--- src/rtl/dmem_arbiter_if.sv ---
// dmem_arbiter_if
//   Bundle of every signal between the data-memory arbiter, its two
//   requesters (port 0 = CPU load/store stage, port 1 = DMA/debug loader)
//   and the single data-memory port.
//
//   Requester handshake (both ports): the requester raises pN_req with
//   pN_we/pN_addr/pN_wdata/pN_be and holds them stable until pN_gnt is seen
//   high. The transaction is accepted on the rising edge where req and gnt
//   are both high. After that edge the fields may change freely. Keeping req
//   high asks for another transaction. pN_done pulses for one cycle when the
//   transaction completes. For loads, pN_rdata is valid in that cycle and is
//   held until the next load completes on that port.
//
//   Modports:
//     slave  - the arbiter (drives gnt/done/rdata and the memory command)
//     master - the requesters plus the memory (drive req fields and odata)
interface dmem_arbiter_if #(
  parameter int ADDR_W = 32,
  parameter int DATA_W = 32
);
  // port 0
  logic              p0_req;
  logic              p0_we;
  logic [ADDR_W-1:0] p0_addr;
  logic [DATA_W-1:0] p0_wdata;
  logic [3:0]        p0_be;
  logic              p0_gnt;
  logic              p0_done;
  logic [DATA_W-1:0] p0_rdata;
  // port 1
  logic              p1_req;
  logic              p1_we;
  logic [ADDR_W-1:0] p1_addr;
  logic [DATA_W-1:0] p1_wdata;
  logic [3:0]        p1_be;
  logic              p1_gnt;
  logic              p1_done;
  logic [DATA_W-1:0] p1_rdata;
  // memory side
  logic              mem_wena;
  logic [ADDR_W-1:0] mem_addr;
  logic [DATA_W-1:0] mem_idata;
  logic [DATA_W-1:0] mem_odata;

  modport slave (
    input  p0_req, p0_we, p0_addr, p0_wdata, p0_be,
    output p0_gnt, p0_done, p0_rdata,
    input  p1_req, p1_we, p1_addr, p1_wdata, p1_be,
    output p1_gnt, p1_done, p1_rdata,
    output mem_wena, mem_addr, mem_idata,
    input  mem_odata
  );

  modport master (
    output p0_req, p0_we, p0_addr, p0_wdata, p0_be,
    input  p0_gnt, p0_done, p0_rdata,
    output p1_req, p1_we, p1_addr, p1_wdata, p1_be,
    input  p1_gnt, p1_done, p1_rdata,
    input  mem_wena, mem_addr, mem_idata,
    output mem_odata
  );
endinterface

--- src/rtl/dmem_arbiter.sv ---
// dmem_arbiter
//   Two-requester round-robin arbiter and sequencer for the byte-addressed
//   data memory. A load takes RD then completes. A full store (be=1111) goes
//   straight to WR. A partial store reads the word in RD, merges the enabled
//   bytes, and writes the merged word back in WR. The memory reads
//   combinationally and commits writes on the falling edge of clk.
//
//   Ports:
//     clk       - system clock, all state changes on the rising edge
//     rst       - synchronous, active-high reset
//     bus       - dmem_arbiter_if.slave (both requester ports + memory port)
//     dbg_state - current FSM state (0 IDLE, 1 RD, 2 WR)
module dmem_arbiter #(
  parameter int ADDR_W = 32,
  parameter int DATA_W = 32
) (
  input  logic           clk,
  input  logic           rst,
  dmem_arbiter_if.slave  bus,
  output logic [1:0]     dbg_state
);

  localparam logic MEM_SAVE = 1'b1;
  localparam logic MEM_LOAD = 1'b0;

  typedef enum logic [1:0] {
    ST_IDLE = 2'd0,
    ST_RD   = 2'd1,
    ST_WR   = 2'd2
  } state_t;

  state_t            state_q,  state_d;
  logic              last_q,   last_d;    // port granted most recently
  logic              id_q,     id_d;      // port owning the current transaction
  logic              we_q,     we_d;
  logic [ADDR_W-1:0] addr_q,   addr_d;    // also drives mem_addr
  logic [DATA_W-1:0] wdata_q,  wdata_d;
  logic [3:0]        be_q,     be_d;
  logic [DATA_W-1:0] idata_q,  idata_d;   // drives mem_idata
  logic              done0_q,  done0_d;
  logic              done1_q,  done1_d;
  logic [DATA_W-1:0] rdata0_q, rdata0_d;
  logic [DATA_W-1:0] rdata1_q, rdata1_d;

  logic              gnt0, gnt1;
  logic              sel_we;
  logic [ADDR_W-1:0] sel_addr;
  logic [DATA_W-1:0] sel_wdata;
  logic [3:0]        sel_be;
  logic [DATA_W-1:0] merged;

  // Round-robin grant: on a tie the port that did not win last time wins.
  // last_q resets to 1 so port 0 takes the first tie.
  always_comb begin
    gnt0 = (state_q == ST_IDLE) && !rst && bus.p0_req && (!bus.p1_req || last_q);
    gnt1 = (state_q == ST_IDLE) && !rst && bus.p1_req && (!bus.p0_req || !last_q);
  end

  // Fields of the winning requester.
  always_comb begin
    sel_we    = gnt1 ? bus.p1_we    : bus.p0_we;
    sel_addr  = gnt1 ? bus.p1_addr  : bus.p0_addr;
    sel_wdata = gnt1 ? bus.p1_wdata : bus.p0_wdata;
    sel_be    = gnt1 ? bus.p1_be    : bus.p0_be;
  end

  // Read-modify-write merge: enabled lanes from the store data, the rest
  // from the word currently being read.
  always_comb begin
    merged = '0;
    for (int k = 0; k < 4; k++) begin
      merged[8*k +: 8] = be_q[k] ? wdata_q[8*k +: 8] : bus.mem_odata[8*k +: 8];
    end
  end

  always_comb begin
    state_d  = state_q;
    last_d   = last_q;
    id_d     = id_q;
    we_d     = we_q;
    addr_d   = addr_q;
    wdata_d  = wdata_q;
    be_d     = be_q;
    idata_d  = idata_q;
    done0_d  = 1'b0;
    done1_d  = 1'b0;
    rdata0_d = rdata0_q;
    rdata1_d = rdata1_q;

    case (state_q)
      ST_IDLE: begin
        if (gnt0 || gnt1) begin
          id_d    = gnt1;
          last_d  = gnt1;
          we_d    = sel_we;
          addr_d  = sel_addr;
          wdata_d = sel_wdata;
          be_d    = sel_be;
          if (sel_we && (sel_be == 4'b1111)) begin
            // Full store needs no read; the write word is the store data.
            idata_d = sel_wdata;
            state_d = ST_WR;
          end else begin
            state_d = ST_RD;
          end
        end
      end

      ST_RD: begin
        if (!we_q) begin
          if (id_q) begin
            rdata1_d = bus.mem_odata;
            done1_d  = 1'b1;
          end else begin
            rdata0_d = bus.mem_odata;
            done0_d  = 1'b1;
          end
          state_d = ST_IDLE;
        end else begin
          idata_d = merged;
          state_d = ST_WR;
        end
      end

      ST_WR: begin
        done0_d = !id_q;
        done1_d = id_q;
        state_d = ST_IDLE;
      end

      default: begin
        state_d = ST_IDLE;
      end
    endcase
  end

  always_ff @(posedge clk) begin
    if (rst) begin
      state_q  <= ST_IDLE;
      last_q   <= 1'b1;
      id_q     <= 1'b0;
      we_q     <= 1'b0;
      addr_q   <= '0;
      wdata_q  <= '0;
      be_q     <= '0;
      idata_q  <= '0;
      done0_q  <= 1'b0;
      done1_q  <= 1'b0;
      rdata0_q <= '0;
      rdata1_q <= '0;
    end else begin
      state_q  <= state_d;
      last_q   <= last_d;
      id_q     <= id_d;
      we_q     <= we_d;
      addr_q   <= addr_d;
      wdata_q  <= wdata_d;
      be_q     <= be_d;
      idata_q  <= idata_d;
      done0_q  <= done0_d;
      done1_q  <= done1_d;
      rdata0_q <= rdata0_d;
      rdata1_q <= rdata1_d;
    end
  end

  // The write strobe is gated by rst directly so that a reset arriving
  // during WR suppresses the falling-edge commit of that same cycle.
  // A store with be=0000 walks through WR without ever writing.
  assign bus.mem_wena  = ((state_q == ST_WR) && !rst && (be_q != 4'b0000)) ? MEM_SAVE : MEM_LOAD;
  assign bus.mem_addr  = addr_q;
  assign bus.mem_idata = idata_q;

  assign bus.p0_gnt   = gnt0;
  assign bus.p1_gnt   = gnt1;
  assign bus.p0_done  = done0_q;
  assign bus.p1_done  = done1_q;
  assign bus.p0_rdata = rdata0_q;
  assign bus.p1_rdata = rdata1_q;

  assign dbg_state = state_q;

endmodule

--- src/flat_wrapper.sv ---
// flat-port wrapper written by rule: the top's interface ports become plain ports
module dmem_arbiter_flat 
#(
  parameter int ADDR_W = 32,
  parameter int DATA_W = 32
)
  (clk, rst, dbg_state, bus_p0_req, bus_p0_we, bus_p0_addr, bus_p0_wdata, bus_p0_be, bus_p0_gnt, bus_p0_done, bus_p0_rdata, bus_p1_req, bus_p1_we, bus_p1_addr, bus_p1_wdata, bus_p1_be, bus_p1_gnt, bus_p1_done, bus_p1_rdata, bus_mem_wena, bus_mem_addr, bus_mem_idata, bus_mem_odata);
  dmem_arbiter_if #(.ADDR_W(ADDR_W), .DATA_W(DATA_W)) bus_i ();
  input  logic clk;
  input  logic rst;
  output logic [1:0] dbg_state;
  input wire logic [$bits(bus_i.p0_req)-1:0] bus_p0_req;
  input wire logic [$bits(bus_i.p0_we)-1:0] bus_p0_we;
  input wire logic [$bits(bus_i.p0_addr)-1:0] bus_p0_addr;
  input wire logic [$bits(bus_i.p0_wdata)-1:0] bus_p0_wdata;
  input wire logic [$bits(bus_i.p0_be)-1:0] bus_p0_be;
  output wire logic [$bits(bus_i.p0_gnt)-1:0] bus_p0_gnt;
  output wire logic [$bits(bus_i.p0_done)-1:0] bus_p0_done;
  output wire logic [$bits(bus_i.p0_rdata)-1:0] bus_p0_rdata;
  input wire logic [$bits(bus_i.p1_req)-1:0] bus_p1_req;
  input wire logic [$bits(bus_i.p1_we)-1:0] bus_p1_we;
  input wire logic [$bits(bus_i.p1_addr)-1:0] bus_p1_addr;
  input wire logic [$bits(bus_i.p1_wdata)-1:0] bus_p1_wdata;
  input wire logic [$bits(bus_i.p1_be)-1:0] bus_p1_be;
  output wire logic [$bits(bus_i.p1_gnt)-1:0] bus_p1_gnt;
  output wire logic [$bits(bus_i.p1_done)-1:0] bus_p1_done;
  output wire logic [$bits(bus_i.p1_rdata)-1:0] bus_p1_rdata;
  output wire logic [$bits(bus_i.mem_wena)-1:0] bus_mem_wena;
  output wire logic [$bits(bus_i.mem_addr)-1:0] bus_mem_addr;
  output wire logic [$bits(bus_i.mem_idata)-1:0] bus_mem_idata;
  input wire logic [$bits(bus_i.mem_odata)-1:0] bus_mem_odata;
  assign bus_i.p0_req = bus_p0_req;
  assign bus_i.p0_we = bus_p0_we;
  assign bus_i.p0_addr = bus_p0_addr;
  assign bus_i.p0_wdata = bus_p0_wdata;
  assign bus_i.p0_be = bus_p0_be;
  assign bus_p0_gnt = bus_i.p0_gnt;
  assign bus_p0_done = bus_i.p0_done;
  assign bus_p0_rdata = bus_i.p0_rdata;
  assign bus_i.p1_req = bus_p1_req;
  assign bus_i.p1_we = bus_p1_we;
  assign bus_i.p1_addr = bus_p1_addr;
  assign bus_i.p1_wdata = bus_p1_wdata;
  assign bus_i.p1_be = bus_p1_be;
  assign bus_p1_gnt = bus_i.p1_gnt;
  assign bus_p1_done = bus_i.p1_done;
  assign bus_p1_rdata = bus_i.p1_rdata;
  assign bus_mem_wena = bus_i.mem_wena;
  assign bus_mem_addr = bus_i.mem_addr;
  assign bus_mem_idata = bus_i.mem_idata;
  assign bus_i.mem_odata = bus_mem_odata;
  dmem_arbiter #(.ADDR_W(ADDR_W), .DATA_W(DATA_W)) u_core (.clk(clk), .rst(rst), .bus(bus_i), .dbg_state(dbg_state));
endmodule
--- config.mk ---
export PLATFORM = sky130hd
export DESIGN_NAME = dmem_arbiter_flat
export DESIGN_NICKNAME = d
export VERILOG_FILES = /design/src/rtl/dmem_arbiter_if.sv /design/src/rtl/dmem_arbiter.sv /design/src/flat_wrapper.sv
export SDC_FILE = /design/constraint.sdc
export NUM_CORES = 1
export LEC_CHECK = 0
export CAP_MARGIN = 20
export CORE_ASPECT_RATIO = 1.75
export CORE_MARGIN = 2
export CORE_UTILIZATION = 47
export DETAILED_ROUTE_END_ITERATION = 10
export PLACE_DENSITY = 0.95
export SYNTH_ARGS = -nofsm -noshare
export SYNTH_HDL_FRONTEND = slang
export SYNTH_SLANG_ARGS = --single-unit
--- constraint.sdc ---
create_clock -name clk -period 4.1 [get_ports clk]
set_input_delay 0.615 -clock clk [delete_from_list [all_inputs] [get_ports clk]]
set_output_delay 0.615 -clock clk [all_outputs]
set_load 0.01 [all_outputs]
Word level (Yosys, flattened, before mapping)
Index checks and enable logic that the tools add are counted.
Storage, ports and cells
  bits in registers: 171
  bits of input ports: 174
  output and inout bits: 135
  logic and storage cells: 66
Cells by class
  equality and inequality tests: 6
  mux-type cells: 23
  bitwise operators: 2
  reductions and logical operators: 23
Operators with widths (number)
  2-to-1 mux 32 bit: 5
  one-hot mux 32 bit (2 select lines): 1
  2-to-1 mux 8 bit: 4
  logical AND 1 bit: 8
  2-to-1 mux 1 bit: 6
  2-to-1 mux 2 bit: 3
  AND reduction 3 bit: 2
  zero test 1 bit: 5
  equality test 4 bit, second input constant: 1
  2-to-1 mux 4 bit: 1
  != test 2 bit, second input constant: 2
  one-hot mux 1 bit (2 select lines): 2
  one-hot mux 2 bit (2 select lines): 1
  AND reduction 4 bit: 1
  nonzero test 4 bit: 1
  logical OR 1 bit: 3
  equality test 2 x 1 -> 1 bit, second input constant: 1
  equality test 2 bit, second input constant: 1
  zero test 2 bit: 1
  != test 2 x 1 -> 1 bit, second input constant: 1
  inverter 1 bit: 2
  AND reduction 2 bit: 1
  nonzero test 2 bit: 1

Logic depth before layout (Yosys ltp)
Gate-level depths: netlist of the first run.
  depth after elaboration: 10
  mapped depth: 9
  mapped depth without buffers: 7

Least setup slack after synthesis of the first run
OpenSTA, ideal clock, no wires.
  path type: input -> output
  start point: input port rst
  end point: output port bus_p1_gnt
  arrival: 1.523 ns
  data required time: 3.485 ns
  path slack: 1.962 ns
  stages: 6
  buffers on the path: 3
  cell sequence: buf_6 > and3b_4 > nand2_4 > buf_6 > clkinv_4 > buf_8
On the way
  word-level cells in the longest chain between the ends: 4
Ends and longest elaborated chain
  start, declared: line flat_wrapper.sv:10  | input logic rst;
  zero test 1 bit: line dmem_arbiter.sv:56  | gnt1 = (state_q == ST_IDLE) && !rst && bus.p1_req && (!bus.p0_req || !last_q);
  logical AND 1 bit (3 in a row): line dmem_arbiter.sv:56
  end, declared: line flat_wrapper.sv:25  | output wire logic [$bits(bus_i.p1_gnt)-1:0] bus_p1_gnt;
Every way passes these cells.

Final worst setup path of the first run
  start point: register u_core.state_q[0] (netlist: u_core.dbg_state[0])
  end point: output port bus_p1_gnt
On the way
  word-level cells in the longest chain between the ends: 4
Ends and longest elaborated chain
  start, declared: line dmem_arbiter.sv:32  | state_t state_q, state_d;
  start signal, assigned: line dmem_arbiter.sv:152  | state_q <= state_d;
  zero test 2 bit: line dmem_arbiter.sv:56
  logical AND 1 bit (3 in a row): line dmem_arbiter.sv:56
Every way passes these cells.

==> results of run 1 <==
cell families after synthesis:
logic type      Yosys count  share of synthesized area [%]
simple gates            362                           21.0
compound gates          243                           21.8
flops                   171                           43.8
buf+inv                  90                           5.89
mux                      47                           6.98
fa+ha+maj                 3                          0.480
critical path, delay by kind of cell, from the launching register on:
kind	cells	cell delay, ns
DFF	1	0.40
adders and majority gates	1	0.29
and+or+nand+nor	2	0.58
buffers and inverters	3	1.01
metrics by stage:
step | utilization [%] | hold WS, ns | cell area, µm² | worst slack [ns]
3_5_place_dp | 66.5 | 0.446 | 10900 | 0.822
2_1_floorplan | - | 0.426 | 7820 | 1.96
3_3_place_gp | 66.5 | 0.441 | 10900 | 0.879
4_1_cts | 70.1 | 0.455 | 11500 | 0.766
6_report | 70.3 | 0.451 | 11500 | 0.755
5_1_grt | 70.3 | 0.471 | 11500 | 0.603
registers in the layout, indices dropped and copies added (netlist names):
register / count
u_core.be_q: 4
u_core.bus.mem_addr: 32
u_core.bus.mem_idata: 32
u_core.bus.p0_done: 1
u_core.bus.p0_rdata: 32
u_core.bus.p1_done: 1
u_core.bus.p1_rdata: 32
u_core.dbg_state: 2
u_core.id_q: 1
u_core.last_q: 1
u_core.wdata_q: 32
u_core.we_q: 1
how the worst min path moves through the flow:
stage / start / to / slack (ns) / depth (start not counted)
finish: u_core.bus.p1_rdata[14] / u_core.bus.p1_rdata[14] / 0.45 / 2
global route: u_core.bus.p1_rdata[14] / u_core.bus.p1_rdata[14] / 0.47 / 2
CTS: u_core.bus.p0_rdata[20] / u_core.bus.p0_rdata[20] / 0.45 / 2
detailed placement: u_core.bus.p0_rdata[20] / u_core.bus.p0_rdata[20] / 0.45 / 2
global placement: u_core.wdata_q[29] / u_core.wdata_q[29] / 0.44 / 2
floorplan: u_core.id_q / u_core.bus.p0_done / 0.43 / 1
where the power goes:
part | internal [W] | switching (W) | leakage, nW
Clock | 0.000929 | 0.000701 | 0.293
Sequential | 0.00179 | 0.0000930 | 1.40
Combinational | 0.000505 | 0.000496 | 2.49
Total | 0.00322 | 0.00129 | 4.18
layout by cell type, fill, tap and decap left out, drive strengths merged, types with 2 or more instances in the layout:
cell type / count
nor4: 2
a31oi: 2
nand4b: 32
nor2b: 18
clkinv: 5
a21oi: 97
clkbuf: 18
a211o: 17
nand2: 237
nor3: 3
nor2: 61
inv: 14
clkdlybuf4s50: 307
mux2i: 32
a211oi: 36
and2: 2
a311oi: 36
ha: 3
buf: 15
nand4: 2
dfxtp: 171
mux2: 15
o21ai: 51
bufinv: 2
area by class of cell:
| class | count | share of cell area [%] |
|---|---|---|
| clock inverter | 13 | 1.35 |
| multi-input combinational | 655 | 34.4 |
| tap | 224 | 2.44 |
| sequential | 171 | 29.7 |
| timing repair buffer | 322 | 27.9 |
| clock buffer | 18 | 3.82 |
| inverter | 9 | 0.337 |
metal layers:
metal / global-route usage, % / wire length, µm
met1: 30.6 / 8930
met2: 48.8 / 13200
met3: 7.88 / 1910
met4: 16.7 / 1500
met5: 0 / 0
==> metrics.txt, run 1 <==
outcome=finished clean; warnings from Yosys=0; post_cts resized=0; Setup crit start kind=flip-flop; Multi-input gate area=approximately 4000 µm²; register area share after synthesis=a little over two fifths; cell taking the most area after synthesis=dfxtp_1; DR WL/cell=approximately 18 µm; critical path class=reg -> out; max frequency=299 MHz; DIE WIDTH=roughly 100 µm; critical-path maximum fanout=37; first-pass GRT wire length=roughly 39000 µm; Hold Vio Cnt, Final=0; most common cell in the netlist=nand2_1; Tmin final=roughly 3.3 ns; worst-margin pin slew=a little under 0.9 ns; Clock Sinks=around 170; Post-route DRC=0; synth unique cells=43; CTS Buffer Depth=2; final setup violating endpoints=0; Max IR drop VDD=between 200 and 300 µV; Setup Buffers After CTS=0; share of layout cells above drive strength 1=around a tenth; power density over the cells=between 300 and 400 nW/µm²; vias in the first global route=~7.7k; Post-Syn Instances=approximately 920; routed via count=between 7k and 8k; critical path capture point=bus_p1_gnt; RSZ-0062 raised after global routing=no; RR Startpoint=u_core.dbg_state[0]; diodes inserted=0; post-synth top area share=43.8%; critical path arrival=2.73 ns; Max Cap Violations=0; EDFF count, synth=0; Syn Std Cell Area=about 7800 µm²; Register Area=~3400 µm²; post-DR vias/cell=about 5.6; Post-DRT Antenna Nets=0; skew final=~0.015 ns; Tot Pwr=between 0.004 and 0.005 W; largest net degree at the start of global routing=around 120; port bufs=308; initial drt markers=415; worst setup path start=u_core.dbg_state[0]; syn_nets=1093; initial antenna violation count=0; Fillers=1187; Rows=just over 60; die height=175 µm; Die Area=17700 µm²; Post-Route Setup TNS=0 ns; commonest cells in the synthesized netlist=nand2_1, dfxtp_1, a21oi_1, nor2_1, o21ai_1; fin crit share=between 80% and 90%; GRT Total Usage=between 20% and 30%; RD Place Congestion=~0.85; total grt overflow=0; nets=between 1k and 1.5k; Syn-to-layout area delta=47.2%; Async SR Flop Fraction=0%; critical path cell sequence=inv_1, ha_1, and3b_4, nand2_4, clkinv_4, clkdlybuf4s50_1; Total Wirelength=approximately 26000 µm; Clock Tree Root=clkbuf_16; placed cells=1380; insertion delay to the later sink of the worst-skew pair=0.43 ns; final std cells w/o fill=1412; crit end category=output port; Initial Utilization=47.8%; R2R depth=7; number of I/O pins=just over 300; clock-pin slew on the worst setup and hold paths=0.07 ns; H-tree depth=4; required time of the critical path=between 3 and 4 ns; 1st-pass router iterations=5; max_slew headroom=41.8%; Mean Syn Cell Area=8.54 µm²; top_reg_cell synth=dfxtp_1; slowest CP cell=clkdlybuf4s50_1; post-cts hold buffer count=0; Critical R2R Capture=u_core.be_q[3]; post-DP HPWL=18500 µm; CTS tree=yes; Leak=4.18 nW; fin. max-slew vios=0; Seq cells post-synth=171; core area=roughly 16000 µm²; CP max stage delay=roughly 0.58 ns; worst hold path class=reg -> reg; Area contributors post-synth=dfxtp_1, nand2_1, a21oi_1; TritonCTS Buffers=17; reg-to-reg slack, setup=approximately 1.3 ns
(Power assumes the default switching activity.)
==> inputs of run 2 (changes only) <==
Settings changed: CORE_UTILIZATION 47 to 40, PLACE_DENSITY 0.95 to 0.9.
Clock period 4.1 ns to 2.86 ns, I/O delays scaled along.
==> metrics.txt, run 2 (same netlist as run 1, synthesis figures left out) <==
Max Cap Violations=0 (unchanged); Setup crit start kind=flip-flop (unchanged); DIE WIDTH=110 µm (was 102 µm); insertion delay to the later sink of the worst-skew pair=0.43 ns (about the same); Clock Sinks=171 (unchanged); critical path class=reg -> out (unchanged); critical path cell sequence=inv_1, ha_2, and2b_1, nand2_1, a21oi_1, clkdlybuf4s50_1 (was inv_1, ha_1, and3b_4, nand2_4, clkinv_4, clkdlybuf4s50_1); kind of cell adding the most delay to the critical path=buffers and inverters (unchanged); fin. max-slew vios=0 (unchanged); Post-DRT Antenna Nets=0 (unchanged); GRT Total Usage=25.8% (was 28.5%); fin crit share=a little over nine tenths; slowest CP cell=clkdlybuf4s50_1 (unchanged); Post-route DRC=0 (unchanged); Clock Tree Root=clkbuf_16 (unchanged); Die Area=20700 µm² (was 17700 µm²); outcome=finished clean (unchanged); vias in the first global route=7605 (was 7654); CTS Buffer Depth=2 (unchanged); initial antenna violation count=0 (unchanged); clock-pin slew on the worst setup and hold paths=0.07 ns (about the same); post-place setup slack=0.406 ns (was 0.822 ns); RSZ-0062 raised after global routing=no (unchanged); final setup violating endpoints=0 (unchanged); share of layout cells above drive strength 1=10.2% (was 9.34%); hold path startpoint=rst (was u_core.bus.p1_rdata[14]); final instance area=11600 µm² (was 11500 µm²); most frequent cells in the layout=clkdlybuf4s50_1, nand2_1, dfxtp_1, a21oi_1, nor2_1 (unchanged); CP max stage delay=0.62 ns (was 0.58 ns); power density over the cells=561 nW/µm² (was 392 nW/µm²); worst setup path start=u_core.dbg_state[0] (unchanged); setup ws final=0.145 ns (was 0.755 ns); initial drt markers=638 (was 415); RD Place Congestion=0.837 (was 0.851); placed cell areas=11000 µm² (was 10900 µm²); Syn-to-layout area delta=48.6% (was 47.2%); routed via count=7876 (was 7849); post-cts hold buffer count=0 (unchanged); 1st-pass router iterations=5 (unchanged); max_slew headroom=41.0% (was 41.8%); Rows=67 (was 62); largest net degree at the start of global routing=200 (was 119); worst hold slack=0.234 ns (was 0.451 ns); Post-Route Setup TNS=0 ns (unchanged); post-DP HPWL=19200 µm (was 18500 µm); critical path arrival=2.29 ns (was 2.73 ns); max frequency=about 370 MHz; post-DR vias/cell=5.47 (was 5.56); DR WL/cell=18.5 µm (was 18.1 µm); skew final=0.00930 ns (was 0.0152 ns); number of I/O pins=309 (unchanged); critical-path maximum fanout=8 (was 37); Leak=4.23 nW (was 4.18 nW); total grt overflow=0 (unchanged); port bufs=308 (unchanged); Setup Buffers After CTS=0 (unchanged); Hold Vio Cnt, Final=0 (unchanged); most common cell after layout, fill and taps aside=clkdlybuf4s50_1 (unchanged); core area=19200 µm² (was 16400 µm²); first-pass GRT wire length=40900 µm (was 39400 µm); crit end category=output port (unchanged); worst-margin pin slew=0.885 ns (was 0.873 ns); nets=1362 (was 1353); required time of the critical path=2.43 ns (was 3.48 ns); TritonCTS Buffers=17 (unchanged); die height=189 µm (was 175 µm); diodes inserted=0 (unchanged); Tmin final=roughly 2.7 ns; Max IR drop VDD=308 µV (was 263 µV); Total Wirelength=26700 µm (was 25600 µm); crit path buf inv count=2 (was 3); CTS tree=yes (unchanged); H-tree depth=4 (unchanged); Tot Pwr=0.00652 W (was 0.00451 W); RR Startpoint=u_core.dbg_state[0] (unchanged); Initial Utilization=40.7% (was 47.8%); worst hold path class=in -> reg (was reg -> reg)
## run 2: cell types whose count changed in the layout (fill, tap and decap cells not counted), sizes merged
cell    delta
clkinv     +2
bufinv     -1
buf        +9
## run 2: power breakdown
part	internal (W)	switching, W
clock network	0.00127	0.00109
logic	0.000739	0.000750
registers	0.00257	0.000102
## run 2: through the flow
| step | util, % | std cells |
|---|---|---|
| finish | 60.5 | 1439 |
| global placement | 57.3 | 1407 |
| CTS | 60.5 | 1439 |
| detailed placement | 57.3 | 1407 |
| floorplan | - | 916 |
| global route | 60.5 | 1439 |
## run 2: final cells by class
cell class	count	area, µm²
fill	1591	7580
clock inverter	14	173
tap	241	302
timing repair buffer	331	3280
sequential	171	3420
clock buffer	18	439
multi-input combinational	655	3960
inverter	9	38.8
## run 2: repair_timing
| action | 4_1_cts | 5_1_grt |
|---|---|---|
| resized for setup | 0 | 1 |
| endpoints found under the hold margin | 0 | 0 |
| setup endpoints to repair | 0 | 1 |
## run 2: per-layer routing
| metal | part of all wire (%) | track usage [%] |
|---|---|---|
| met1 | 36 | 29.4 |
| met2 | 50 | 42.8 |
| met3 | 7.0 | 5.23 |
| met4 | 6.5 | 16.7 |
| met5 | 0 | 0 |
## run 2: worst paths after layout
kind / endpoint / depth (start not counted) / slack [ns]
setup reg to reg: u_core.be_q[0] / 8 / 0.59
hold reg to reg: u_core.bus.p1_rdata[2] / 2 / 0.45
setup / recovery: bus_p0_gnt / 6 / 0.14
hold / removal: u_core.id_q / 2 / 0.23
==> inputs of run 3 (changes only) <==
Settings changed: CAP_MARGIN 20 to 10, HOLD_SLACK_MARGIN set to 0.1.
==> results of run 3 <==
No change in the layout: final DEF, timing and power equal those of run 2.
